`config.mk`:
```
export PLATFORM = sky130hd
export DESIGN_NAME = pc_fetch_unit
export DESIGN_NICKNAME = d
export VERILOG_FILES = /design/src/rtl/pc_fetch_unit_pkg.sv /design/src/rtl/pc_fetch_unit_pc_next.sv /design/src/rtl/pc_fetch_unit.sv
export SDC_FILE = /design/constraint.sdc
export NUM_CORES = 1
export LEC_CHECK = 0
export ABC_AREA = 1
export CORE_ASPECT_RATIO = 1.1
export CORE_UTILIZATION = 42
export DETAILED_ROUTE_END_ITERATION = 7
export MAX_ROUTING_LAYER = met4
export PLACE_DENSITY_LB_ADDON = 0.05
export SLEW_MARGIN = 20
export SYNTH_ARGS = -nofsm -noshare
export SYNTH_HDL_FRONTEND = slang
export SYNTH_HIERARCHICAL = 1
export SYNTH_SLANG_ARGS = --single-unit
```
`constraint.sdc`:
```
create_clock -name clk -period 2.1 [get_ports clk]
set_input_delay 0.315 -clock clk [delete_from_list [all_inputs] [get_ports clk]]
set_output_delay 0.315 -clock clk [all_outputs]
set_load 0.005 [all_outputs]
```
`src/rtl/pc_fetch_unit_pkg.sv`:
```
// Shared types and constants for the PC / instruction-fetch sequencer.
package pc_fetch_unit_pkg;

    localparam int unsigned DEF_WORD_SIZE = 32;
    localparam int unsigned DEF_IALIGN    = 4;

    // Fetch sequencer states: one request in flight at most.
    typedef enum logic [1:0] {
        ST_IDLE = 2'd0,
        ST_REQ  = 2'd1,
        ST_WAIT = 2'd2,
        ST_HOLD = 2'd3
    } fetch_state_e;

    // Number of PC low bits that must be zero for an aligned target.
    function automatic int unsigned ialign_bits(input int unsigned ialign);
        return $clog2(ialign);
    endfunction

endpackage

```
`src/rtl/pc_fetch_unit_pc_next.sv`:
```
// Next-PC selection: redirect target, trap vector on misalignment, or sequential advance.
module fetch_pc_next
    import pc_fetch_unit_pkg::*;
#(
    parameter int unsigned          WORD_SIZE   = DEF_WORD_SIZE,
    parameter logic [WORD_SIZE-1:0] TRAP_VECTOR = WORD_SIZE'(32'h0000_0100),
    parameter int unsigned          IALIGN      = DEF_IALIGN
) (
    input  logic [WORD_SIZE-1:0] pc,
    input  logic                 redirect,
    input  logic [WORD_SIZE-1:0] redirect_addr,
    input  logic                 advance,
    output logic [WORD_SIZE-1:0] next_pc_c,
    output logic                 misaligned_c
);

    localparam int unsigned          IALIGN_BITS = ialign_bits(IALIGN);
    localparam logic [WORD_SIZE-1:0] ALIGN_MASK  = WORD_SIZE'((32'd1 << IALIGN_BITS) - 32'd1);
    localparam logic [WORD_SIZE-1:0] PC_STEP     = WORD_SIZE'(IALIGN);

    // Redirect outranks the sequential advance; a misaligned target lands on the trap vector.
    always_comb begin
        misaligned_c = redirect && ((redirect_addr & ALIGN_MASK) != '0);
        next_pc_c    = pc;
        if (redirect) begin
            next_pc_c = misaligned_c ? TRAP_VECTOR : redirect_addr;
        end else if (advance) begin
            next_pc_c = pc + PC_STEP;
        end
    end

endmodule

```
`src/rtl/pc_fetch_unit.sv`:
```
// PC register plus single-outstanding instruction fetch sequencer with decode handshake,
// redirect/trap handling and a retired-instruction counter.
module pc_fetch_unit
    import pc_fetch_unit_pkg::*;
#(
    parameter int unsigned          WORD_SIZE    = DEF_WORD_SIZE,
    parameter logic [WORD_SIZE-1:0] RESET_VECTOR = WORD_SIZE'(32'h0000_0000),
    parameter logic [WORD_SIZE-1:0] TRAP_VECTOR  = WORD_SIZE'(32'h0000_0100),
    parameter int unsigned          IALIGN       = DEF_IALIGN
) (
    input  logic                 clk,
    input  logic                 rst,
    input  logic                 en,
    input  logic                 stall,
    input  logic                 redirect,
    input  logic [WORD_SIZE-1:0] redirect_addr,
    output logic                 imem_req,
    output logic [WORD_SIZE-1:0] imem_addr,
    input  logic                 imem_rvalid,
    input  logic [WORD_SIZE-1:0] imem_rdata,
    output logic                 instr_valid,
    output logic [WORD_SIZE-1:0] instr,
    output logic [WORD_SIZE-1:0] instr_pc,
    output logic [WORD_SIZE-1:0] pc_addr,
    output logic                 trap_misaligned,
    output logic [WORD_SIZE-1:0] trap_addr,
    output logic [WORD_SIZE-1:0] retired_count
);

    localparam logic [WORD_SIZE-1:0] ONE = WORD_SIZE'(1);

    fetch_state_e         state_q;
    fetch_state_e         state_d;
    logic [WORD_SIZE-1:0] pc_q;
    logic [WORD_SIZE-1:0] next_pc;
    logic                 misaligned;
    logic                 discard_q;
    logic                 discard_d;
    logic                 capture;
    logic                 consume;
    logic                 req_d;

    fetch_pc_next #(
        .WORD_SIZE   (WORD_SIZE),
        .TRAP_VECTOR (TRAP_VECTOR),
        .IALIGN      (IALIGN)
    ) u_pc_next (
        .pc            (pc_q),
        .redirect      (redirect),
        .redirect_addr (redirect_addr),
        .advance       (capture),
        .next_pc_c     (next_pc),
        .misaligned_c  (misaligned)
    );

    // State register.
    always_ff @(posedge clk or negedge rst) begin
        if (!rst) begin
            state_q <= ST_IDLE;
        end else begin
            state_q <= state_d;
        end
    end

    // Next state, discard tracking and datapath strobes.
    always_comb begin
        state_d   = state_q;
        discard_d = discard_q;
        capture   = 1'b0;
        consume   = 1'b0;

        case (state_q)
            ST_IDLE: begin
                if (en) begin
                    state_d = ST_REQ;
                end
            end
            ST_REQ: begin
                state_d = ST_WAIT;
            end
            ST_WAIT: begin
                if (imem_rvalid) begin
                    if (discard_q) begin
                        discard_d = 1'b0;
                        state_d   = ST_IDLE;
                    end else begin
                        capture = 1'b1;
                        state_d = ST_HOLD;
                    end
                end
            end
            ST_HOLD: begin
                if (instr_valid && !stall) begin
                    consume = 1'b1;
                    state_d = en ? ST_REQ : ST_IDLE;
                end
            end
            default: begin
                state_d = ST_IDLE;
            end
        endcase

        // A redirect overrides everything; an in-flight response must still be drained.
        if (redirect) begin
            capture = 1'b0;
            consume = 1'b0;
            case (state_q)
                ST_REQ: begin
                    discard_d = 1'b1;
                    state_d   = ST_WAIT;
                end
                ST_WAIT: begin
                    if (imem_rvalid) begin
                        discard_d = 1'b0;
                        state_d   = ST_IDLE;
                    end else begin
                        discard_d = 1'b1;
                        state_d   = ST_WAIT;
                    end
                end
                default: begin
                    state_d = ST_IDLE;
                end
            endcase
        end

        req_d = (state_d == ST_REQ);
    end

    // PC, request strobe and discard flag.
    always_ff @(posedge clk or negedge rst) begin
        if (!rst) begin
            pc_q      <= RESET_VECTOR;
            imem_req  <= 1'b0;
            discard_q <= 1'b0;
        end else begin
            pc_q      <= next_pc;
            imem_req  <= req_d;
            discard_q <= discard_d;
        end
    end

    // Captured instruction presented to decode.
    always_ff @(posedge clk or negedge rst) begin
        if (!rst) begin
            instr_valid <= 1'b0;
            instr       <= '0;
            instr_pc    <= '0;
        end else begin
            if (redirect || consume) begin
                instr_valid <= 1'b0;
            end else if (capture) begin
                instr_valid <= 1'b1;
            end
            if (capture) begin
                instr    <= imem_rdata;
                instr_pc <= pc_q;
            end
        end
    end

    // Misalignment trap reporting and retirement counter.
    always_ff @(posedge clk or negedge rst) begin
        if (!rst) begin
            trap_misaligned <= 1'b0;
            trap_addr       <= '0;
            retired_count   <= '0;
        end else begin
            trap_misaligned <= misaligned;
            if (misaligned) begin
                trap_addr <= redirect_addr;
            end
            if (consume) begin
                retired_count <= retired_count + ONE;
            end
        end
    end

    assign imem_addr = pc_q;
    assign pc_addr   = pc_q;

endmodule

```
==> results of run 1 <==
## path summary, 6_finish.rpt
kind	slack, ns	depth (start not counted)	endpoint
worst max-delay path	0.14	11	imem_addr[27]
worst min-delay path	0.42	3	instr[25]
worst max register to register	0.14	11	imem_addr[27]
worst min register to register	0.47	2	instr_pc[1]
max in group asynchronous	1.02	3	instr_pc[26]
min in group asynchronous	0.43	2	instr[14]
## cells by family (layout without fill, tap and decap cells)
group	after synthesis	count (layout)	synth area share, %
adder cells (fa/ha/maj)	6	6	0.900
XOR/XNOR	19	19	2.27
buffers and inverters	127	393	7.52
AO/OA/AOI/OAI	18	18	1.23
multiplexers	32	32	4.32
flip-flops	166	166	49.8
AND/OR/NAND/NOR	655	656	33.9
## placed cells by master (no fill, tap or decap), types with 5 or more instances in the layout
| cell type | netlist | layout |
|---|---|---|
| sky130_fd_sc_hd__mux2_2 | 30 | 30 |
| sky130_fd_sc_hd__clkdlybuf4s50_1 | 0 | 263 |
| sky130_fd_sc_hd__dfrtp_1 | 166 | 165 |
| sky130_fd_sc_hd__clkbuf_16 | 0 | 17 |
| sky130_fd_sc_hd__nor2_1 | 76 | 75 |
| sky130_fd_sc_hd__nand4_1 | 6 | 6 |
| sky130_fd_sc_hd__nand3_1 | 63 | 63 |
| sky130_fd_sc_hd__nor2_2 | 11 | 12 |
| sky130_fd_sc_hd__nand2_2 | 2 | 5 |
| sky130_fd_sc_hd__buf_4 | 37 | 19 |
| sky130_fd_sc_hd__buf_12 | 0 | 6 |
| sky130_fd_sc_hd__nand2_4 | 5 | 5 |
| sky130_fd_sc_hd__ha_1 | 6 | 5 |
| sky130_fd_sc_hd__xor2_1 | 8 | 8 |
| sky130_fd_sc_hd__nor2_4 | 8 | 9 |
| sky130_fd_sc_hd__o21ai_0 | 10 | 10 |
| sky130_fd_sc_hd__nand2_1 | 464 | 461 |
| sky130_fd_sc_hd__nor2_8 | 5 | 5 |
| sky130_fd_sc_hd__inv_1 | 64 | 63 |
| sky130_fd_sc_hd__xnor2_1 | 8 | 8 |
| sky130_fd_sc_hd__inv_2 | 5 | 5 |
## sequential cells by signal, indices dropped and copies added (netlist names)
| signal | cells |
|---|---|
| imem_addr | 32 |
| instr | 32 |
| instr_pc | 32 |
| retired_count | 32 |
| trap_addr | 32 |
| state_q | 2 |
| discard_q | 1 |
| imem_req | 1 |
| instr_valid | 1 |
| trap_misaligned | 1 |
## routing by layer
metal	GRT usage (%)	vias up	part of all wire, %
met4	7.28	0	2.2
met2	37.8	195	48
met1	28.6	3339	45
li1	-	3639	-
met5	-	-	0
met3	4.74	32	4.7
## worst min-delay path, stage by stage
cell and delay [ns]:
sky130_fd_sc_hd__clkdlybuf4s50_1 0.39, sky130_fd_sc_hd__nand2_1 0.06, sky130_fd_sc_hd__nand2_1 0.04
## cells in the mapped netlist
cell and count:
sky130_fd_sc_hd__xor2_1 8, sky130_fd_sc_hd__nand2_2 2, sky130_fd_sc_hd__ha_1 6, sky130_fd_sc_hd__nor2_1 76, sky130_fd_sc_hd__clkbuf_1 10, sky130_fd_sc_hd__nor2b_1 1
sky130_fd_sc_hd__dfrtp_1 166, sky130_fd_sc_hd__clkinv_1 2, sky130_fd_sc_hd__a21boi_0 1, sky130_fd_sc_hd__or2_1 4, sky130_fd_sc_hd__buf_4 37, sky130_fd_sc_hd__nand2_4 5
sky130_fd_sc_hd__a32o_1 1, sky130_fd_sc_hd__mux2_2 30, sky130_fd_sc_hd__o21ai_1 1, sky130_fd_sc_hd__nor2_2 11, sky130_fd_sc_hd__nor2_4 8, sky130_fd_sc_hd__inv_2 5
sky130_fd_sc_hd__xnor2_1 8, sky130_fd_sc_hd__buf_2 9, sky130_fd_sc_hd__nand3_2 4, sky130_fd_sc_hd__nand3_1 63, sky130_fd_sc_hd__nor3_1 3, sky130_fd_sc_hd__nand3b_1 1
sky130_fd_sc_hd__o21ai_0 10, sky130_fd_sc_hd__nand3_4 1, sky130_fd_sc_hd__nor2_8 5, sky130_fd_sc_hd__mux2_1 2, sky130_fd_sc_hd__a21oi_1 2, sky130_fd_sc_hd__nand2_1 464
sky130_fd_sc_hd__a31oi_1 2, sky130_fd_sc_hd__o21bai_1 1, sky130_fd_sc_hd__xor2_2 3, sky130_fd_sc_hd__nand4_1 6, sky130_fd_sc_hd__inv_1 64, sky130_fd_sc_hd__nor3_2 1
## what timing repair did
action                                  CTS  global route
gates resized for setup                   0             5
buffers inserted                          0             1
hold buffers                              1             0
endpoints found under the setup margin    0            22
endpoints found under the hold margin    56             0
## cell type report
type / instances / area, sq um
fillers: 1707 / 7440
flip-flops and latches: 166 / 4160
multi-input cells: 731 / 3600
repair buffers: 290 / 2920
clock buffers: 18 / 439
well taps: 247 / 309
inverters: 71 / 269
clock inverters: 14 / 164
## report_power, final
group          internal [mW]  leakage (nW)  switching, mW  total, mW
Combinational           1.68          3.12           1.04       2.71
Clock                   1.82         0.292           1.42       3.24
Sequential              3.87          2.18          0.435       4.30
Total                   7.37          5.59           2.89       10.3
==> impl_metrics.ini, run 1 <==
[power_and_ir_drop]
worst_ir_drop_vdd_uv = 669
total_power_mw = 10.3
cellPowerDensity_mw_per_mm2 = 865
power.static_leakage_nw = 5.59

[routing]
wl_cell_um = 14.5
route.detailed.drc = 0
routed_via_density = 4.69
detailroute.via_count = 7205
drtIter0Drc = 313
wirelength_mm = 22.3
antenna_left = 0
drt-pass1-iter-count = 5

[cts]
path_clk_slew_ns = 0.07
clk_path_buf_depth = 2
cts_buffers = 17
cts_tree = built
clk-insertion-delay-late_ns = 0.43
clk_root_buffer_cell = sky130_fd_sc_hd__clkbuf_16
h_tree_level_count = 4
clkSinkCount = 166

[logic_synthesis]
synth_nets = 1099
synth.yosys.seq_area_share_pct = 49.8
synth.cell_area_sq_mm = 0.00834
synth.area.top_cells = sky130_fd_sc_hd__dfrtp_1, sky130_fd_sc_hd__nand2_1, sky130_fd_sc_hd__mux2_2
syn_area_per_cell_sq_um = 8.15
post-synth-top-area-cell = sky130_fd_sc_hd__dfrtp_1
netlist_instances = 1023
synth_cell_types = 36
synth.top_cell.area_share_pct = 49.8
yosysWarnings = 6
synth-seq-cells = 166

[grt]
overflow = 0
via_count_of_the_first_global_routing_pass = 7009
antenna_found_initial = 0
track_usage_pct = 23.1
pin_count_of_the_biggest_net_entering_global_routing = 62
wire_length_of_the_first_global_routing_pass_mm = 35.6

[sta]
timing.final.max_slew_violations = 0
report.final.hold_viol_count = 0
period_needed_ns = 1.96
worst_slew_margin_rel_pct = 59.6
period_share_pct = 93.2
holdWs_ns = 0.420
finClkSkew_ns = 0.0128
fin_setup_tns_ns = 0
timing.final.setup_violations = 0
unrepaired_setup_endpoints_after_global_routing = true
timing_worst_slew_pin_value_ns = 0.606
fin_ws_ns = 0.142
max_freq_ghz = 0.511

[cells_and_area]
area_growth_syn_to_layout_pct = 42.2
fin_nets = 1353
final_cell_area_sq_mm = 0.0119
final_cell_count_no_fill = 1537
layout-drive-gt1-share_pct = 10.9
finish.utilization_pct = 61.4
antenna_cells_inserted = 0

[setup_path]
crit_path_max_incr_delay_ns = 0.44
timing.setup.critical_path_class = register to register
cp_top_family = simple AND/OR/NAND/NOR gates
regToRegStartpoint = state_q[0]
cell_chain_critical_path = inv_4 -> ha_4 -> nand2_2 -> nor3_4 -> nand2_2 -> nor2_4 -> nand3_4 -> nor2_4 -> nand4_1 -> nand3_1 -> nand2_1
timing.critical_path.from = state_q[0]
worst_path_fanout_max = 5
worstPathRequired_ns = 2.42
worstPathBufferInverterCount = 1
timing.critical_path.slowest_stage_cell = sky130_fd_sc_hd__dfrtp_2
crit_arrival_ns = 2.28
cp-start-kind = register
crit_path_end_kind = register

[placement]
place.port_buffers = 264
detailed_place_hpwl_mm = 16.3
gp_congestion = 0.876
post-place-ws_ns = -0.0572
placed_area_sq_mm = 0.0112
numPlacedInstances = 1502

[worst_hold_path]
worst_hold_path_type = primary input to register
timing.hold.worst.start = imem_rdata[25]

[status]
status = finished clean

[die]
start_util_pct = 43.2
fp.coreArea_sq_mm = 0.0193
floorplan.io_pins = 265
die_width_um = 136
die_area_sq_mm = 0.0204
die_h_um = 150
site_rows = 53

[flow_run]
total_of_max_cap_violations = 0
Power figures use the tool's default switching activity.
==> run 2: changes to the inputs <==
--- a/config.mk
+++ b/config.mk
@@ -8,11 +8,11 @@
 export ABC_AREA = 1
 export CORE_ASPECT_RATIO = 1.1
 export CORE_UTILIZATION = 42
+export CTS_CLUSTER_SIZE = 28
 export DETAILED_ROUTE_END_ITERATION = 7
 export MAX_ROUTING_LAYER = met4
 export PLACE_DENSITY_LB_ADDON = 0.05
 export SLEW_MARGIN = 20
 export SYNTH_ARGS = -nofsm -noshare
 export SYNTH_HDL_FRONTEND = slang
-export SYNTH_HIERARCHICAL = 1
 export SYNTH_SLANG_ARGS = --single-unit
==> run 2 against run 1 <==
Net effect: maximum frequency grew 2.1%; wire length rose by 6.5%; sequential power up 6.0%; final area shrank 1.0%; die area fell by 0.22%; clock power down 2%; critical path depth is 1 lower; worst hold slack lost 0.059 ns; critical endpoint is now imem_addr[14]; largest power group unchanged.
==> impl_metrics.ini, run 2 <==
[status]
status = finished clean

[cts]
path_clk_slew_ns = 0.07
cts_tree = built
clkSinkCount = 166
clk-insertion-delay-late_ns = 0.43
clk_root_buffer_cell = sky130_fd_sc_hd__clkbuf_16
cts_buffers = 17
clk_path_buf_depth = 2
h_tree_level_count = 4
cts_setup_buffers = 0

[sta]
timing.final.max_slew_violations = 0
finClkSkew_ns = 0.0181
timing_worst_slew_pin_value_ns = 0.459
period_share_pct = 91.3
max_freq_ghz = 0.522
holdWs_ns = 0.361
period_needed_ns = 1.92
unrepaired_setup_endpoints_after_global_routing = false
fin_setup_tns_ns = 0
worst_slew_margin_rel_pct = 69.4
report.final.hold_viol_count = 0
timing.final.setup_violations = 0

[grt]
overflow = 0
via_count_of_the_first_global_routing_pass = 7207
wire_length_of_the_first_global_routing_pass_mm = 37.6
antenna_found_initial = 0
pin_count_of_the_biggest_net_entering_global_routing = 51
track_usage_pct = 24.8

[routing]
drt-met1-wl_mm = 10.4
antenna_left = 0
drt-pass1-iter-count = 7
routed_via_density = 4.84
drtIter0Drc = 459
wl_cell_um = 15.2
highest-signal-layer = met4
route.detailed.drc = 0
detailroute.via_count = 7585
wirelength_mm = 23.7
met3WireLength_mm = 1.36
met2_length_mm = 11.5

[logic_synthesis]
ranking_of_synthesized_cells_by_instance_count = sky130_fd_sc_hd__nand2_1, sky130_fd_sc_hd__dfrtp_1, sky130_fd_sc_hd__inv_1, sky130_fd_sc_hd__nor2_1, sky130_fd_sc_hd__o21ai_0
synth.yosys.seq_area_share_pct = 49.9
synth.cell_area_sq_mm = 0.00832
synth_cell_types = 38
post-synth-top-area-cell = sky130_fd_sc_hd__dfrtp_1
synth.area.top_cells = sky130_fd_sc_hd__dfrtp_1, sky130_fd_sc_hd__nand2_1, sky130_fd_sc_hd__inv_1
post-synth-top-count-cell = sky130_fd_sc_hd__nand2_1
yosysWarnings = 0
synth.top_cell.area_share_pct = 49.9
syn_area_per_cell_sq_um = 7.82
postSynth.topFlopCell = sky130_fd_sc_hd__dfrtp_1
synth-edff-count = 0
synth_nets = 1140
ys_async_sr_fraction_pct = 100
netlist_instances = 1064
synth-seq-cells = 166

[power_and_ir_drop]
power.clock.fraction_pct = 28.3
total_switching_power_mw = 3.39
worst_ir_drop_vdd_uv = 545
power.static_leakage_nw = 5.50
cellPowerDensity_mw_per_mm2 = 955
power.combinational.fraction_pct = 30.9
intPower_mw = 7.81
p_sw_share_pct = 30.3
seq_power_share_pct = 40.7

[die]
die_width_um = 136
fp.coreArea_sq_mm = 0.0192
die_h_um = 150
site_rows = 53
start_util_pct = 43.3
die_area_sq_mm = 0.0204
floorplan.io_pins = 265

[flow_run]
total_of_max_cap_violations = 0

[setup_path]
worst_path_fanout_max = 14
timing.setup.critical_path_class = register to register
crit_arrival_ns = 2.24
worstPathRequired_ns = 2.42
crit_path_end_kind = register
cp-start-kind = register

[cells_and_area]
area_growth_syn_to_layout_pct = 41.1
layout-drive-gt1-share_pct = 6.67
antenna_cells_inserted = 0
register_area_sq_mm = 0.00415
mostFrequentLayoutCell = sky130_fd_sc_hd__nand2_1
multi_input_comb_area_sq_mm = 0.00339
filler_cell_count = 1760
fin_nets = 1382
layout.cells.most_common_list = sky130_fd_sc_hd__nand2_1, sky130_fd_sc_hd__clkdlybuf4s50_1, sky130_fd_sc_hd__dfrtp_1

[placement]
place.port_buffers = 264
gp_congestion = 0.895
detailed_place_hpwl_mm = 17.8

[worst_hold_path]
worst_hold_path_type = primary input to asynchronous set/reset pin
==> run 2: worst paths after layout <==
kind	from	endpoint	slack [ns]	cells past startpoint
min in group clk	imem_rdata[18]	instr[18]	0.42	3
max in group asynchronous	rst	retired_count[14]	1.08	3
worst min-delay path	rst	instr[31]	0.36	2
worst max-delay path	state_q[0]	imem_addr[14]	0.18	10
worst min register to register	instr[26]	instr[26]	0.47	2
worst max register to register	state_q[0]	imem_addr[14]	0.18	10
==> run 2: logic make-up after synthesis <==
logic type	count (synthesis)	share of synthesized area [%]
compound gates	114	7.45
xor+xnor	24	2.53
fa+ha+maj	6	0.903
buf+inv	167	9.33
flops	166	49.9
simple gates	587	29.9
==> run 2: critical path: stages, from the launching register on <==
cell and delay (ns):
sky130_fd_sc_hd__dfrtp_1 0.42, sky130_fd_sc_hd__inv_1 0.12, sky130_fd_sc_hd__ha_1 0.19, sky130_fd_sc_hd__nand2_1 0.07, sky130_fd_sc_hd__nor2_1 0.15, sky130_fd_sc_hd__inv_2 0.14, sky130_fd_sc_hd__nand2_1 0.15, sky130_fd_sc_hd__buf_4 0.23
sky130_fd_sc_hd__o21ai_0 0.11, sky130_fd_sc_hd__a21oi_1 0.16, sky130_fd_sc_hd__nor2_1 0.06
==> run 2: power groups by stage <==
stage | logic [mW] | registers (mW) | clock network (mW)
3_5_place_dp | 3.51 | 4.62 | 0
4_1_cts | 3.52 | 4.57 | 3.22
5_1_grt | 3.86 | 4.66 | 3.36
3_3_place_gp | 3.45 | 4.61 | 0
2_1_floorplan | 1.30 | 4.58 | 0
6_report | 3.47 | 4.56 | 3.17
==> run 2: per-stage QoR <==
stage	setup slack (ns)	util (%)	area [sq um]	cells	power [mW]
after floorplan	0.460	-	8320	1064	5.89
after global placement	0.0997	57.9	11100	1533	8.07
after detailed placement	0.0622	57.9	11100	1533	8.13
after CTS	0.185	61.0	11700	1566	11.3
after global routing	0.0492	61.0	11700	1566	11.9
final	0.183	61.0	11700	1566	11.2
==> run 2: metal layers <==
layer	up-vias	track usage, %
met5	-	-
met4	0	8.33
met3	29	4.61
met2	225	40.5
met1	3547	30.8
li1	3784	-
==> run 2: timing repair <==
| action | CTS | global route |
|---|---|---|
| gates resized for setup | 0 | 0 |
| hold buffers | 1 | 0 |
| hold endpoints to repair | 41 | 0 |
| setup endpoints to repair | 0 | 0 |
==> run 2: final cells by class <==
| type | instances | area share, % |
|---|---|---|
| repair buffers | 287 | 24.8 |
| multi-input cells | 731 | 28.9 |
| inverters | 103 | 3.29 |
| flip-flops and latches | 166 | 35.4 |
| clock inverters | 12 | 1.24 |
| clock buffers | 20 | 3.81 |
| well taps | 247 | 2.63 |
==> run 3: changes to the inputs <==
--- a/config.mk
+++ b/config.mk
@@ -10,6 +10,7 @@
 export CORE_UTILIZATION = 42
 export CTS_CLUSTER_SIZE = 28
 export DETAILED_ROUTE_END_ITERATION = 7
+export GPL_TIMING_DRIVEN = 1
 export MAX_ROUTING_LAYER = met4
 export PLACE_DENSITY_LB_ADDON = 0.05
 export SLEW_MARGIN = 20
==> results of run 3 <==
No change in the layout: final DEF, timing and power equal those of run 2.
